===== config.mk =====
export PLATFORM = sky130hd
export DESIGN_NAME = spi_xfer_seq
export DESIGN_NICKNAME = d
export VERILOG_FILES = /design/src/rtl/spi_seq_pkg.sv /design/src/rtl/spi_seq_tmr.sv /design/src/rtl/spi_xfer_seq.sv
export SDC_FILE = /design/constraint.sdc
export NUM_CORES = 1
export LEC_CHECK = 0
export ABC_AREA = 0
export BUFFER_PORTS_ARGS = -buffer_cell sky130_fd_sc_hd__buf_4
export CORE_ASPECT_RATIO = 1.1
export CORE_MARGIN = 2
export CORE_UTILIZATION = 50
export DETAILED_ROUTE_END_ITERATION = 7
export GPL_TIMING_DRIVEN = 0
export PLACE_DENSITY = 0.9
export SYNTH_ARGS = -nofsm -noshare
export SYNTH_HDL_FRONTEND = slang
export SYNTH_SLANG_ARGS = --single-unit
export TNS_END_PERCENT = 5

===== constraint.sdc =====
create_clock -name clk -period 2.7 [get_ports clk]
set_clock_uncertainty 0.1 [all_clocks]
set_input_delay 0.54 -clock clk [delete_from_list [all_inputs] [get_ports clk]]
set_output_delay 0.54 -clock clk [all_outputs]
set_load 0.01 [all_outputs]

===== src/rtl/spi_seq_pkg.sv =====
// Shared encodings and constants for the SPI transfer sequencer.
package spi_seq_pkg;

  localparam logic [2:0] S_IDLE    = 3'd0;
  localparam logic [2:0] S_SETUP   = 3'd1;
  localparam logic [2:0] S_FETCH   = 3'd2;
  localparam logic [2:0] S_ISSUE   = 3'd3;
  localparam logic [2:0] S_WAIT_LO = 3'd4;
  localparam logic [2:0] S_WAIT_HI = 3'd5;
  localparam logic [2:0] S_PUSH    = 3'd6;
  localparam logic [2:0] S_HOLD    = 3'd7;

  typedef enum logic [2:0] {
    ST_IDLE    = S_IDLE,
    ST_SETUP   = S_SETUP,
    ST_FETCH   = S_FETCH,
    ST_ISSUE   = S_ISSUE,
    ST_WAIT_LO = S_WAIT_LO,
    ST_WAIT_HI = S_WAIT_HI,
    ST_PUSH    = S_PUSH,
    ST_HOLD    = S_HOLD
  } state_t;

  // Cycles core_done may stay high after a write before the engine is declared stuck.
  localparam int TO_LIMIT = 4;
  localparam int TO_W     = 3;

  function automatic int max2(input int a, input int b);
    return (a > b) ? a : b;
  endfunction

endpackage


===== src/rtl/spi_seq_tmr.sv =====
// Loadable down-counter with zero flag; times the ss_n setup and hold gaps.
module spi_seq_tmr #(
  parameter int W = 2
) (
  input  logic         clk,
  input  logic         rst,
  input  logic         i_load,
  input  logic         i_dec,
  input  logic [W-1:0] i_val,
  output logic         o_zero
);

  logic [W-1:0] r_cnt;

  always_ff @(posedge clk or posedge rst) begin
    if (rst) begin
      r_cnt <= '0;
    end else if (i_load) begin
      r_cnt <= i_val;
    end else if (i_dec && (r_cnt != '0)) begin
      r_cnt <= r_cnt - 1'b1;
    end
  end

  assign o_zero = (r_cnt == '0);

endmodule


===== src/rtl/spi_xfer_seq.sv =====
// Burst sequencer in front of the SPI byte engine: one word per engine write, framed by ss_n.
// SPI_XFER_SEQ_TIMEOUT_EN adds a stuck-engine timeout with a sticky err flag.
module spi_xfer_seq
  import spi_seq_pkg::*;
#(
  parameter int DWIDTH   = 8,
  parameter int LEN_W    = 8,
  parameter int SS_SETUP = 2,
  parameter int SS_HOLD  = 2
) (
  input  logic              clk,
  input  logic              rst,
  input  logic              cmd_valid,
  output logic              cmd_ready,
  input  logic [LEN_W-1:0]  cmd_len,
  input  logic              tx_valid,
  output logic              tx_ready,
  input  logic [DWIDTH-1:0] tx_data,
  output logic              rx_valid,
  input  logic              rx_ready,
  output logic [DWIDTH-1:0] rx_data,
  output logic              core_cs,
  output logic              core_wr,
  output logic              core_rd,
  output logic [DWIDTH-1:0] core_din,
  input  logic [DWIDTH-1:0] core_dout,
  input  logic              core_done,
  output logic              ss_n,
  output logic              busy,
  output logic              err
);

  localparam int TMR_W = $clog2(max2(SS_SETUP, SS_HOLD)) + 1;
  localparam logic [TMR_W-1:0] SETUP_LD = TMR_W'(SS_SETUP - 1);
  localparam logic [TMR_W-1:0] HOLD_LD  = TMR_W'(SS_HOLD - 1);

  if (SS_SETUP < 1) begin : g_bad_setup
    $error("SS_SETUP must be at least 1");
  end
  if (SS_HOLD < 1) begin : g_bad_hold
    $error("SS_HOLD must be at least 1");
  end

  state_t            r_state;
  state_t            w_state_nxt;
  logic              r_idle_q;
  logic              r_ss_n;
  logic              r_rx_valid;
  logic [DWIDTH-1:0] r_rx_data;
  logic              r_core_cs;
  logic              r_core_wr;
  logic [DWIDTH-1:0] r_core_din;
  logic [LEN_W-1:0]  r_remaining;

  logic              w_tmr_load;
  logic              w_tmr_dec;
  logic [TMR_W-1:0]  w_tmr_val;
  logic              w_tmr_zero;
  logic              w_accept;
  logic              w_tx_hs;
  logic              w_rx_hs;
  logic              w_last;
  logic              w_capture;
  logic              w_timeout;

  // r_idle_q delays cmd_ready one cycle after returning to IDLE so ss_n sees a high gap.
  assign cmd_ready = (r_state == ST_IDLE) && r_idle_q;
  assign tx_ready  = (r_state == ST_FETCH) && core_done;
  assign w_accept  = cmd_valid && cmd_ready;
  assign w_tx_hs   = tx_valid && tx_ready;
  assign w_rx_hs   = r_rx_valid && rx_ready;
  assign w_last    = (r_remaining == '0);
  assign w_capture = (r_state == ST_WAIT_HI) && core_done;

`ifdef SPI_XFER_SEQ_TIMEOUT_EN
  logic [TO_W-1:0] r_to_cnt;
  logic            r_err;

  assign w_timeout = (r_state == ST_WAIT_LO) && core_done && (r_to_cnt == TO_W'(TO_LIMIT - 1));

  always_ff @(posedge clk or posedge rst) begin
    if (rst) begin
      r_to_cnt <= '0;
      r_err    <= 1'b0;
    end else begin
      if ((r_state == ST_WAIT_LO) && core_done && !w_timeout) begin
        r_to_cnt <= r_to_cnt + 1'b1;
      end else begin
        r_to_cnt <= '0;
      end
      if (w_timeout) begin
        r_err <= 1'b1;
      end
    end
  end

  assign err = r_err;
`else
  assign w_timeout = 1'b0;
  assign err       = 1'b0;
`endif

  spi_seq_tmr #(
    .W(TMR_W)
  ) u_tmr (
    .clk    (clk),
    .rst    (rst),
    .i_load (w_tmr_load),
    .i_dec  (w_tmr_dec),
    .i_val  (w_tmr_val),
    .o_zero (w_tmr_zero)
  );

  always_ff @(posedge clk or posedge rst) begin
    if (rst) begin
      r_state <= ST_IDLE;
    end else begin
      r_state <= w_state_nxt;
    end
  end

  always_comb begin
    w_state_nxt = r_state;
    w_tmr_load  = 1'b0;
    w_tmr_dec   = 1'b0;
    w_tmr_val   = '0;
    case (r_state)
      ST_IDLE: begin
        if (w_accept) begin
          w_state_nxt = ST_SETUP;
          w_tmr_load  = 1'b1;
          w_tmr_val   = SETUP_LD;
        end
      end
      ST_SETUP: begin
        if (w_tmr_zero) begin
          w_state_nxt = ST_FETCH;
        end else begin
          w_tmr_dec = 1'b1;
        end
      end
      ST_FETCH: begin
        if (w_tx_hs) begin
          w_state_nxt = ST_ISSUE;
        end
      end
      ST_ISSUE: begin
        w_state_nxt = ST_WAIT_LO;
      end
      ST_WAIT_LO: begin
        if (!core_done) begin
          w_state_nxt = ST_WAIT_HI;
        end else if (w_timeout) begin
          w_state_nxt = ST_IDLE;
        end
      end
      ST_WAIT_HI: begin
        if (core_done) begin
          w_state_nxt = ST_PUSH;
        end
      end
      ST_PUSH: begin
        if (w_rx_hs) begin
          if (w_last) begin
            w_state_nxt = ST_HOLD;
            w_tmr_load  = 1'b1;
            w_tmr_val   = HOLD_LD;
          end else begin
            w_state_nxt = ST_FETCH;
          end
        end
      end
      ST_HOLD: begin
        if (w_tmr_zero) begin
          w_state_nxt = ST_IDLE;
        end else begin
          w_tmr_dec = 1'b1;
        end
      end
      default: begin
        w_state_nxt = ST_IDLE;
      end
    endcase
  end

  always_ff @(posedge clk or posedge rst) begin
    if (rst) begin
      r_idle_q    <= 1'b0;
      r_ss_n      <= 1'b1;
      r_rx_valid  <= 1'b0;
      r_rx_data   <= '0;
      r_core_cs   <= 1'b0;
      r_core_wr   <= 1'b0;
      r_core_din  <= '0;
      r_remaining <= '0;
    end else begin
      r_idle_q <= (r_state == ST_IDLE);

      if (w_accept) begin
        r_remaining <= cmd_len;
        r_ss_n      <= 1'b0;
      end else if ((r_state == ST_HOLD && w_tmr_zero) || w_timeout) begin
        r_ss_n <= 1'b1;
      end

      if (w_tx_hs) begin
        r_core_din <= tx_data;
        r_core_cs  <= 1'b1;
        r_core_wr  <= 1'b1;
      end else if (r_state == ST_ISSUE) begin
        r_core_cs <= 1'b0;
        r_core_wr <= 1'b0;
      end

      // The next word is only fetched once the current RX word has been taken.
      if (w_capture) begin
        r_rx_data  <= core_dout;
        r_rx_valid <= 1'b1;
      end else if (w_rx_hs) begin
        r_rx_valid <= 1'b0;
        if (!w_last) begin
          r_remaining <= r_remaining - 1'b1;
        end
      end
    end
  end

  assign rx_valid = r_rx_valid;
  assign rx_data  = r_rx_data;
  assign core_cs  = r_core_cs;
  assign core_wr  = r_core_wr;
  assign core_rd  = 1'b0;
  assign core_din = r_core_din;
  assign ss_n     = r_ss_n;
  assign busy     = (r_state != ST_IDLE);

endmodule


# Word-level counts from Yosys, hierarchy flattened
# Cells that the tools add are included.
classes:
  addsub: 2
  eq_ne: 14
  n_mux: 31
  n_reduce_logical: 19
ops:
  columns: ["cell", "n"]
  rows:
  - ["two-way mux 8 bit", 4]
  - ["two-way mux 3 bit", 8]
  - ["one-hot mux 3 bit (8 select lines)", 1]
  - ["two-way mux 1 bit", 14]
  - ["!= test 2 bit (second input constant)", 7]
  - ["== test 3 bit (second input constant)", 4]
  - ["nonzero test 2 bit", 5]
  - ["logical AND 1 bit", 8]
  - ["logical NOT 8 bit", 1]
  - ["subtractor 8 x 1 -> 8 bit (second input constant)", 1]
  - ["AND reduction 7 bit", 1]
  - ["== test 3 x 2 -> 1 bit (second input constant)", 2]
  - ["two-way mux 2 bit", 2]
  - ["one-hot mux 1 bit (2 select lines)", 2]
  - ["== test 3 x 1 -> 1 bit (second input constant)", 1]
  - ["logical NOT 3 bit", 1]
  - ["nonzero test 3 bit", 1]
  - ["logical NOT 2 bit", 1]
  - ["OR reduction 2 bit", 1]
  - ["subtractor 2 x 1 -> 2 bit (second input constant)", 1]
word_totals:
  reg_bits: 33
  wordCells: 75

# Logic depth before layout (Yosys ltp)
# Gate-level depths: netlist of run 1.
logic_depth:
  ltp_word: 7
  mapped_depth: 7
  depth_no_buf: 6

# Hierarchy
# A second synthesis of run 1 with hierarchy kept.
unflattened:
  cells_unflattened: 151
  area_unflattened_um2: 1715.4
modules_own_cells:
  columns: ["mod", "instances", "cells_each", "area_each_um2", "seq_area_each_um2"]
  rows:
  - ["spi_xfer_seq", 1, 138, 1580.3, 777.0]
  - ["spi_seq_tmr", 1, 13, 135.1, 50.0]

# Worst setup path after synthesis of run 1
# OpenSTA, ideal clock, no wires.
synth_path:
  path_type: "input port to flip-flop"
  start: "input port core_done"
  end: "register r_remaining[2]"
  arrival_ps: 1779
  t_required_ps: 2477
  path_slack_ps: 698
  cell_stages: 5
  n_path_buf: 1
  cell_sequence: "and4b_1 -> buf_6 -> a311oi_4 -> mux2_1 -> o221a_2"
synth_via:
  elab_chain_len: 2
synth_rtl:
  columns: ["element", "line_no", "rtl"]
  rows:
  - ["from (decl)", "spi_xfer_seq.sv:27", "input logic core_done,"]
  - ["logical AND 1 bit", "spi_xfer_seq.sv:73", "assign w_capture = (r_state == ST_WAIT_HI) && core_done;"]
  - ["two-way mux 8 bit", "spi_xfer_seq.sv:216", "if (w_capture) begin"]
  - ["to (signal assigned)", "spi_xfer_seq.sv:200", "r_remaining <= cmd_len;"]
  - ["to (signal assigned)", "spi_xfer_seq.sv:222", "r_remaining <= r_remaining - 1'b1;"]
  - ["to (decl)", "spi_xfer_seq.sv:53", "logic [LEN_W-1:0] r_remaining;"]
# Every way passes these cells.
# A chain may end at the register's enable or synchronous reset.

# Worst setup path in the final report of run 1
layout_path:
  start: "register r_state[1]"
  end: "output port cmd_ready"
layout_via:
  elab_chain_len: 2
layout_rtl:
  columns: ["element", "line_no", "rtl"]
  rows:
  - ["from (decl)", "spi_xfer_seq.sv:44", "state_t r_state;"]
  - ["from (signal assigned)", "spi_xfer_seq.sv:118", "r_state <= w_state_nxt;"]
  - ["logical NOT 3 bit", "spi_xfer_seq.sv:67", "assign cmd_ready = (r_state == ST_IDLE) && r_idle_q;"]
  - ["logical AND 1 bit", "spi_xfer_seq.sv:67", null]
  - ["to (decl)", "spi_xfer_seq.sv:14", "output logic cmd_ready,"]
# Every way passes these cells.

==> reports/qor_table.md, run 1 <==
| Item | Reported |
|---|---|
| Launching instance or port of the critical path | r_state[1] |
| Most used standard cell by instance count after synthesis | sky130_fd_sc_hd__nand2_1 |
| Main synth FF type | sky130_fd_sc_hd__dfrtp_1 |
| Initial antenna violation count | 0 |
| Reg-to-reg endpoint | r_remaining[4] |
| DIE HEIGHT | 65.2 um |
| Global-route total usage across every layer | 20.2% |
| Arrival time worst endpoint | 1.66 ns |
| Cts bufs inserted | 5 |
| Detailed-routing iteration count for the pre-antenna-repair pass | 4 |
| Worst hold path class | in2async |
| Maximum achievable frequency | 434 MHz |
| Final Max Slew Viols | 0 |
| Area of all placed cells without fillers | 2250 um2 |
| Horiz. Die Dim | 59.6 um |
| Synth area leaders | sky130_fd_sc_hd__dfrtp_1, sky130_fd_sc_hd__nand2_1, sky130_fd_sc_hd__mux2_2 |
| Fraction of the cycle the final worst path needs | 85.3% |
| Synth Area per Inst | 10.1 um2 |
| Number of design rule violations left after detail routing | 0 |
| Register-to-register path setup slack | 0.45 ns |
| Clock edge transition at the registers on the reported setup and hold paths | 0.09 ns |
| Cell types with the highest counts after synthesis | sky130_fd_sc_hd__nand2_1, sky130_fd_sc_hd__dfrtp_1, sky130_fd_sc_hd__mux2_2 |
| Reg2Reg Launch Point | r_remaining[0] |
| Post-Synthesis Cells | 169 |
| Full die area | 3880 um2 |
| Minimum clock period | 2.30 ns |
| Final Hold Violating Endpoints | 0 |
| Critical-path maximum fanout | 8 |
| Number of instances in the placed design | 258 |
| Accumulated negative setup slack | 0 ns |
| Growth of design area from synthesis to finish | 32.5% |
| Overall power of the completed layout | 2380 uW |
| Layout fillers | 274 |
| Post-CTS resize count | 0 |
| Category of the critical setup timing path | reg2out |
| Worst relative slew slack | 60.2% |
| Area of the core | 3300 um2 |
| Worst vdd ir | 0.000524 V |
| Required time worst endpoint | 2.06 ns |
| Static leakage | 0.00108 uW |
| Final setup fails | 0 |
| Final ANT Viol Nets | 0 |
| Number of cells on the worst reg-to-reg path | 6 |
| EDFF count, synth | 0 |
| Dpl cell area | 2140 um2 |
| Total via count in the routed design | 1471 |
| Count of nets after finishing | 262 |
| Routability Congestion | 0.791 |
| Post-synth cell types | 45 |
| Row cnt | 22 |
| Clock latency of the later-clocked register in the worst-skew pair | 0.34 ns |
| Dominant cell type by area after synthesis | sky130_fd_sc_hd__dfrtp_1 |
| Area of the mapped netlist | 1700 um2 |
| Number of max-cap violations | 0 |
| Clock tree from TritonCTS | yes |
| Setup crit end kind | output pin |
| Number of buffers between clock root and the deepest sink | 2 |
| Initial DRC count | 73 |
| Unrepaired setup endpoints after global routing | false |
| Clock root buffer | sky130_fd_sc_hd__clkbuf_4 |
| Post-cts hold buffer count | 0 |
| Buffers on Ports | 52 |
| Initial Util | 51.5% |
| Number of clock sinks seen by CTS | 33 |
| Sequential share of the synthesized area | 48.6% |
| Synthesis-stage register bit count | 33 |
| CP startpoint kind | flop |
| Per-cell via count in the routed design | 5.51 |
| Htree depth | 2 |
| Half-perimeter wire length of the detailed placement result | 2730 um |
| Post-CTS setup buffer count | 0 |
| # diodes | 0 |
| Share of synthesized registers carrying an async set or reset | 100% |
| Portion of synthesized cell area occupied by the leading cell type | 47.1% |
| Number of standard cells in the final layout excluding fillers | 267 |
| Synthesis warning total | 0 |
| I/O pins | 55 |
| End point of the critical path | cmd_ready |
| Outcome | finished clean |
| Maximum number of pins on one net before global-route repair | 34 |
| Fraction of final layout cells sized beyond drive strength 1 | 36.8% |
| First-pass GRT wire length | 5840 um |
| Avg WL per Cell | 14.1 um |
| Actual slew at the worst max-slew pin | 0.593 ns |
| Pwr/cell area | 1060 nW/um2 |
| Number of global-route vias before repair | 1350 |
| Routed WL | 3750 um |
| Final global-route overflow total | 0 |
## sequential cells by signal (all words and copies together) (netlist names)
signal and cells:
ss_n 1, r_remaining 8, rx_valid 1, rx_data 8
u_tmr.r_cnt 2, core_wr 1, core_din 8, r_idle_q 1
r_state 3
## power by group
group          internal, uW  switching [uW]  total, uW  leakage [uW]
logic                   553             540       1090      0.000635
registers               734             169        903      0.000399
clock network           221             163        384     0.0000455
## metal layers
metal / GRT usage, % / vias up / routed length, um
li1: - / 720 / -
met2: 32.4 / 62 / 1790
met1: 25.1 / 681 / 1560
met5: 0 / - / 0
met3: 6.10 / 8 / 332
met4: 8.33 / 0 / 71
## worst min-delay path by stage
stage | start | end | slack [ns] | cells past startpoint
finish | rst | rx_data[6] | 0.10 | 2
global route | rst | rx_data[6] | 0.11 | 2
CTS | core_dout[3] | rx_data[3] | 0.28 | 3
detailed placement | rx_data[2] | rx_data[2] | 0.37 | 2
global placement | rx_data[5] | rx_data[5] | 0.36 | 2
floorplan | ss_n | ss_n | 0.38 | 2
## worst max-delay path: stages (launching register included)
cell                      delay [ns]
sky130_fd_sc_hd__dfrtp_1        0.37
sky130_fd_sc_hd__buf_4          0.16
sky130_fd_sc_hd__or3_1          0.42
sky130_fd_sc_hd__inv_1          0.13
sky130_fd_sc_hd__and2_1         0.14
sky130_fd_sc_hd__buf_4          0.12
## stage by stage
step | setup WS [ns] | util (%) | hold slack (ns)
2_1_floorplan | 0.698 | - | 0.377
3_3_place_gp | 0.453 | 64.8 | 0.361
3_5_place_dp | 0.416 | 64.8 | 0.365
4_1_cts | 0.375 | 67.3 | 0.283
5_1_grt | 0.314 | 68.2 | 0.115
6_report | 0.398 | 68.2 | 0.102
## logic make-up after synthesis
family	synth area share [%]
and+or+nand+nor	20.2
DFF	48.6
AOI/OAI and AO/OA	13.4
buffers and inverters	5.37
muxes	9.64
adders and majority gates	1.47
xor gates and xnor gates	1.03
other	0.221
## placed cells by master, fill, tap and decap left out, types with 4 or more instances in the layout
cell                        n
sky130_fd_sc_hd__buf_4     57
sky130_fd_sc_hd__nand3_1    7
sky130_fd_sc_hd__mux2_2     8
sky130_fd_sc_hd__o221a_2    6
sky130_fd_sc_hd__o21ai_0    6
sky130_fd_sc_hd__mux2i_1    4
sky130_fd_sc_hd__or3_1      4
sky130_fd_sc_hd__clkbuf_1   4
sky130_fd_sc_hd__clkbuf_4   5
sky130_fd_sc_hd__dfrtp_1   32
sky130_fd_sc_hd__nand2_1   35
sky130_fd_sc_hd__inv_1      6
sky130_fd_sc_hd__a21oi_1    5
## layout make-up
| cell class | instances | area (um2) | share of cell area (%) |
|---|---|---|---|
| Buffer | 10 | 65.1 | 2.89 |
| Clock buffer | 7 | 55.1 | 2.44 |
| Clock inverter | 1 | 30.0 | 1.33 |
| Inverter | 7 | 26.3 | 1.17 |
| Multi-Input combinational cell | 120 | 786 | 34.9 |
| Sequential cell | 33 | 827 | 36.7 |
| Tap cell | 36 | 45.0 | 2.00 |
| Timing Repair Buffer | 53 | 418 | 18.6 |
No activity file was read; power rests on OpenSTA's default activity.
==> run 2: changes to the inputs <==
ABC_CLOCK_PERIOD_IN_PS = 2700   (was default)
BUFFER_PORTS_ARGS = default   (was -buffer_cell sky130_fd_sc_hd__buf_4)
CORE_UTILIZATION = 55   (was 50)
DONT_BUFFER_PORTS = 1   (was default)
PLACE_DENSITY = 0.81   (was 0.9)
==> reports/qor_table.md, run 2 (synthesis results as in run 1) <==
| Item | Reported | vs previous |
|---|---|---|
| Switching Fraction | 38.6% | was 36.6% |
| Avg WL per Cell | 16.2 um | was 14.1 um |
| Cts bufs inserted | 5 | unchanged |
| Count of nets after finishing | 211 | was 262 |
| Detailed-routing iteration count for the pre-antenna-repair pass | 4 | unchanged |
| Outcome | finished clean | unchanged |
| Category of the critical setup timing path | reg2out | unchanged |
| CP max stage delay | 0.48 ns | was 0.42 ns |
| Number of design rule violations left after detail routing | 0 | unchanged |
| Dpl cell area | 1750 um2 | was 2140 um2 |
| Half-perimeter wire length of the detailed placement result | 2540 um | was 2730 um |
| Sequential cell area | 827 um2 | unchanged |
| Maximum number of pins on one net before global-route repair | 34 | unchanged |
| Buffers on Ports | 0 | was 52 |
| Most common cell after layout, fill and taps aside | sky130_fd_sc_hd__nand2_1 | was sky130_fd_sc_hd__buf_4 |
| Maximum achievable frequency | 430 MHz | was 434 MHz |
| Accumulated negative setup slack | 0 ns | unchanged |
| Cell family contributing the most delay on the critical path | simple AND/OR/NAND/NOR gates | unchanged |
| Global-route total usage across every layer | 20.7% | was 20.2% |
| Final Max Slew Viols | 0 | unchanged |
| Per-cell via count in the routed design | 6.04 | was 5.51 |
| Final ANT Viol Nets | 0 | unchanged |
| Clock tree from TritonCTS | yes | unchanged |
| CP Cell Sequence | buf_4 > or3_1 > inv_1 > and2_1 | was buf_4 > or3_1 > inv_1 > and2_1 > buf_4 |
| Worst hold path class | in2reg | was in2async |
| Register share of total power | 46.5% | was 37.9% |
| Row cnt | 21 | was 22 |
| Initial antenna violation count | 0 | unchanged |
| Final setup fails | 0 | unchanged |
| Final global-route overflow total | 0 | unchanged |
| Initial Util | 56.8% | was 51.5% |
| Crit path buffers/inverters | 2 | was 3 |
| Required time worst endpoint | 2.06 ns | about the same |
| Area of all placed cells without fillers | 1860 um2 | was 2250 um2 |
| Clock edge transition at the registers on the reported setup and hold paths | 0.10 ns | was 0.09 ns |
| Worst vdd ir | 0.000770 V | was 0.000524 V |
| Share of the core filled with cells in the final layout | 62.2% | was 68.2% |
| Layout fillers | 257 | was 274 |
| Arrival time worst endpoint | 1.69 ns | was 1.66 ns |
| Part of the power in combinational logic | 35.6% | was 45.9% |
| Clock latency of the later-clocked register in the worst-skew pair | 0.32 ns | was 0.34 ns |
| Critical-path maximum fanout | 8 | unchanged |
| Number of max-cap violations | 0 | unchanged |
| Top library cells by usage in the layout, fill and taps aside | sky130_fd_sc_hd__nand2_1, sky130_fd_sc_hd__dfrtp_1, sky130_fd_sc_hd__mux2_2 | was sky130_fd_sc_hd__buf_4, sky130_fd_sc_hd__nand2_1, sky130_fd_sc_hd__dfrtp_1 |
| Clk pwr share | 17.9% | was 16.1% |
| Slowest library cell on the worst path | sky130_fd_sc_hd__or3_1 | unchanged |
| Fraction of final layout cells sized beyond drive strength 1 | 18.3% | was 36.8% |
| Minimum clock period | 2.33 ns | was 2.30 ns |
| Number of global-route vias before repair | 1322 | was 1350 |
| Power spent charging and discharging nets | 821 uW | was 872 uW |
| Post-CTS setup buffer count | 0 | unchanged |
| Setup crit end kind | output pin | unchanged |
| Growth of design area from synthesis to finish | 9.49% | was 32.5% |
| Clock root buffer | sky130_fd_sc_hd__clkbuf_4 | unchanged |
| CP startpoint kind | flop | unchanged |
| Worst hold slack after final layout | 0.210 ns | was 0.102 ns |
| Static leakage | 0.000827 uW | was 0.00108 uW |
| # diodes | 0 | unchanged |
| Overall power of the completed layout | 2130 uW | was 2380 uW |
| Multi-input logic area | 786 um2 | unchanged |
| Initial DRC count | 44 | was 73 |
| Int Power | 1310 uW | was 1510 uW |
| Routability Congestion | 0.857 | was 0.791 |
| Unrepaired setup endpoints after global routing | false | unchanged |
| Number of clock sinks seen by CTS | 33 | unchanged |
| Number of buffers between clock root and the deepest sink | 2 | unchanged |
| Area of the core | 3000 um2 | was 3300 um2 |
| Pwr/cell area | 1140 nW/um2 | was 1060 nW/um2 |
| Htree depth | 2 | unchanged |
| I/O pins | 55 | unchanged |
| Horiz. Die Dim | 57.0 um | was 59.6 um |
| Full die area | 3550 um2 | was 3880 um2 |
| First-pass GRT wire length | 5810 um | was 5840 um |
| DIE HEIGHT | 62.3 um | was 65.2 um |
| Routed WL | 3460 um | was 3750 um |
| Total via count in the routed design | 1293 | was 1471 |
| Fraction of the cycle the final worst path needs | 86.2% | was 85.3% |
| Final Hold Violating Endpoints | 0 | unchanged |
run 2: cell types whose count changed in the layout (fill, tap and decap cells not counted), sizes merged:
cell and delta:
buf -52, dlygate4sd3 +1
run 2: final cells by class:
type | instances | area share [%]
Buffer | 10 | 3.49
Timing Repair Buffer | 2 | 1.61
Clock buffer | 7 | 2.96
Clock inverter | 1 | 1.61
Tap cell | 34 | 2.28
Sequential cell | 33 | 44.4
Inverter | 7 | 1.41
Multi-Input combinational cell | 120 | 42.2
run 2: worst register-to-register path: cells and delay by family, from the launching register on:
kind / cells / cell delay [ns]
simple gates: 1 / 0.42
fa+ha+maj: 1 / 0.17
buf+inv: 1 / 0.08
flops: 1 / 0.43
mux: 1 / 0.39
compound gates: 2 / 0.51
run 2: final timing paths:
kind | start | to | slack [ns] | cells past startpoint
setup / recovery | r_state[1] | cmd_ready | 0.37 | 4
hold reg to reg | ss_n | ss_n | 0.40 | 2
min in group asynchronous | rst | core_din[7] | 0.46 | 2
hold / removal | rx_ready | rx_valid | 0.21 | 1
setup reg to reg | r_remaining[0] | r_remaining[5] | 0.49 | 6
max in group asynchronous | rst | ss_n | 1.55 | 3
run 2: power by group through the flow:
| stage | clock, uW | sequential [uW] | combinational (uW) |
|---|---|---|---|
| 3_3_place_gp | 0 | 981 | 713 |
| 6_report | 381 | 989 | 757 |
| 3_5_place_dp | 0 | 997 | 750 |
| 4_1_cts | 389 | 987 | 753 |
| 2_1_floorplan | 0 | 944 | 635 |
| 5_1_grt | 411 | 1020 | 857 |
run 2: repair_timing:
item,in CTS,in global routing
resized for setup,0,0
hold buffers,0,1
hold endpoints to repair,0,7
setup endpoints to repair,0,0
run 2: metal layers:
layer | track usage (%) | vias to the layer above | routed length (um)
li1 | - | 618 | -
met1 | 24.8 | 609 | 1390
met2 | 34.2 | 60 | 1730
met3 | 7.92 | 6 | 296
met4 | 6.69 | 0 | 43
met5 | 0 | - | 0
run 2: through the flow:
stage               std cells  worst slack [ns]
floorplan                 170             0.698
finish                    214             0.372
CTS                       212             0.367
global placement          204             0.586
global route              214             0.279
detailed placement        204             0.534
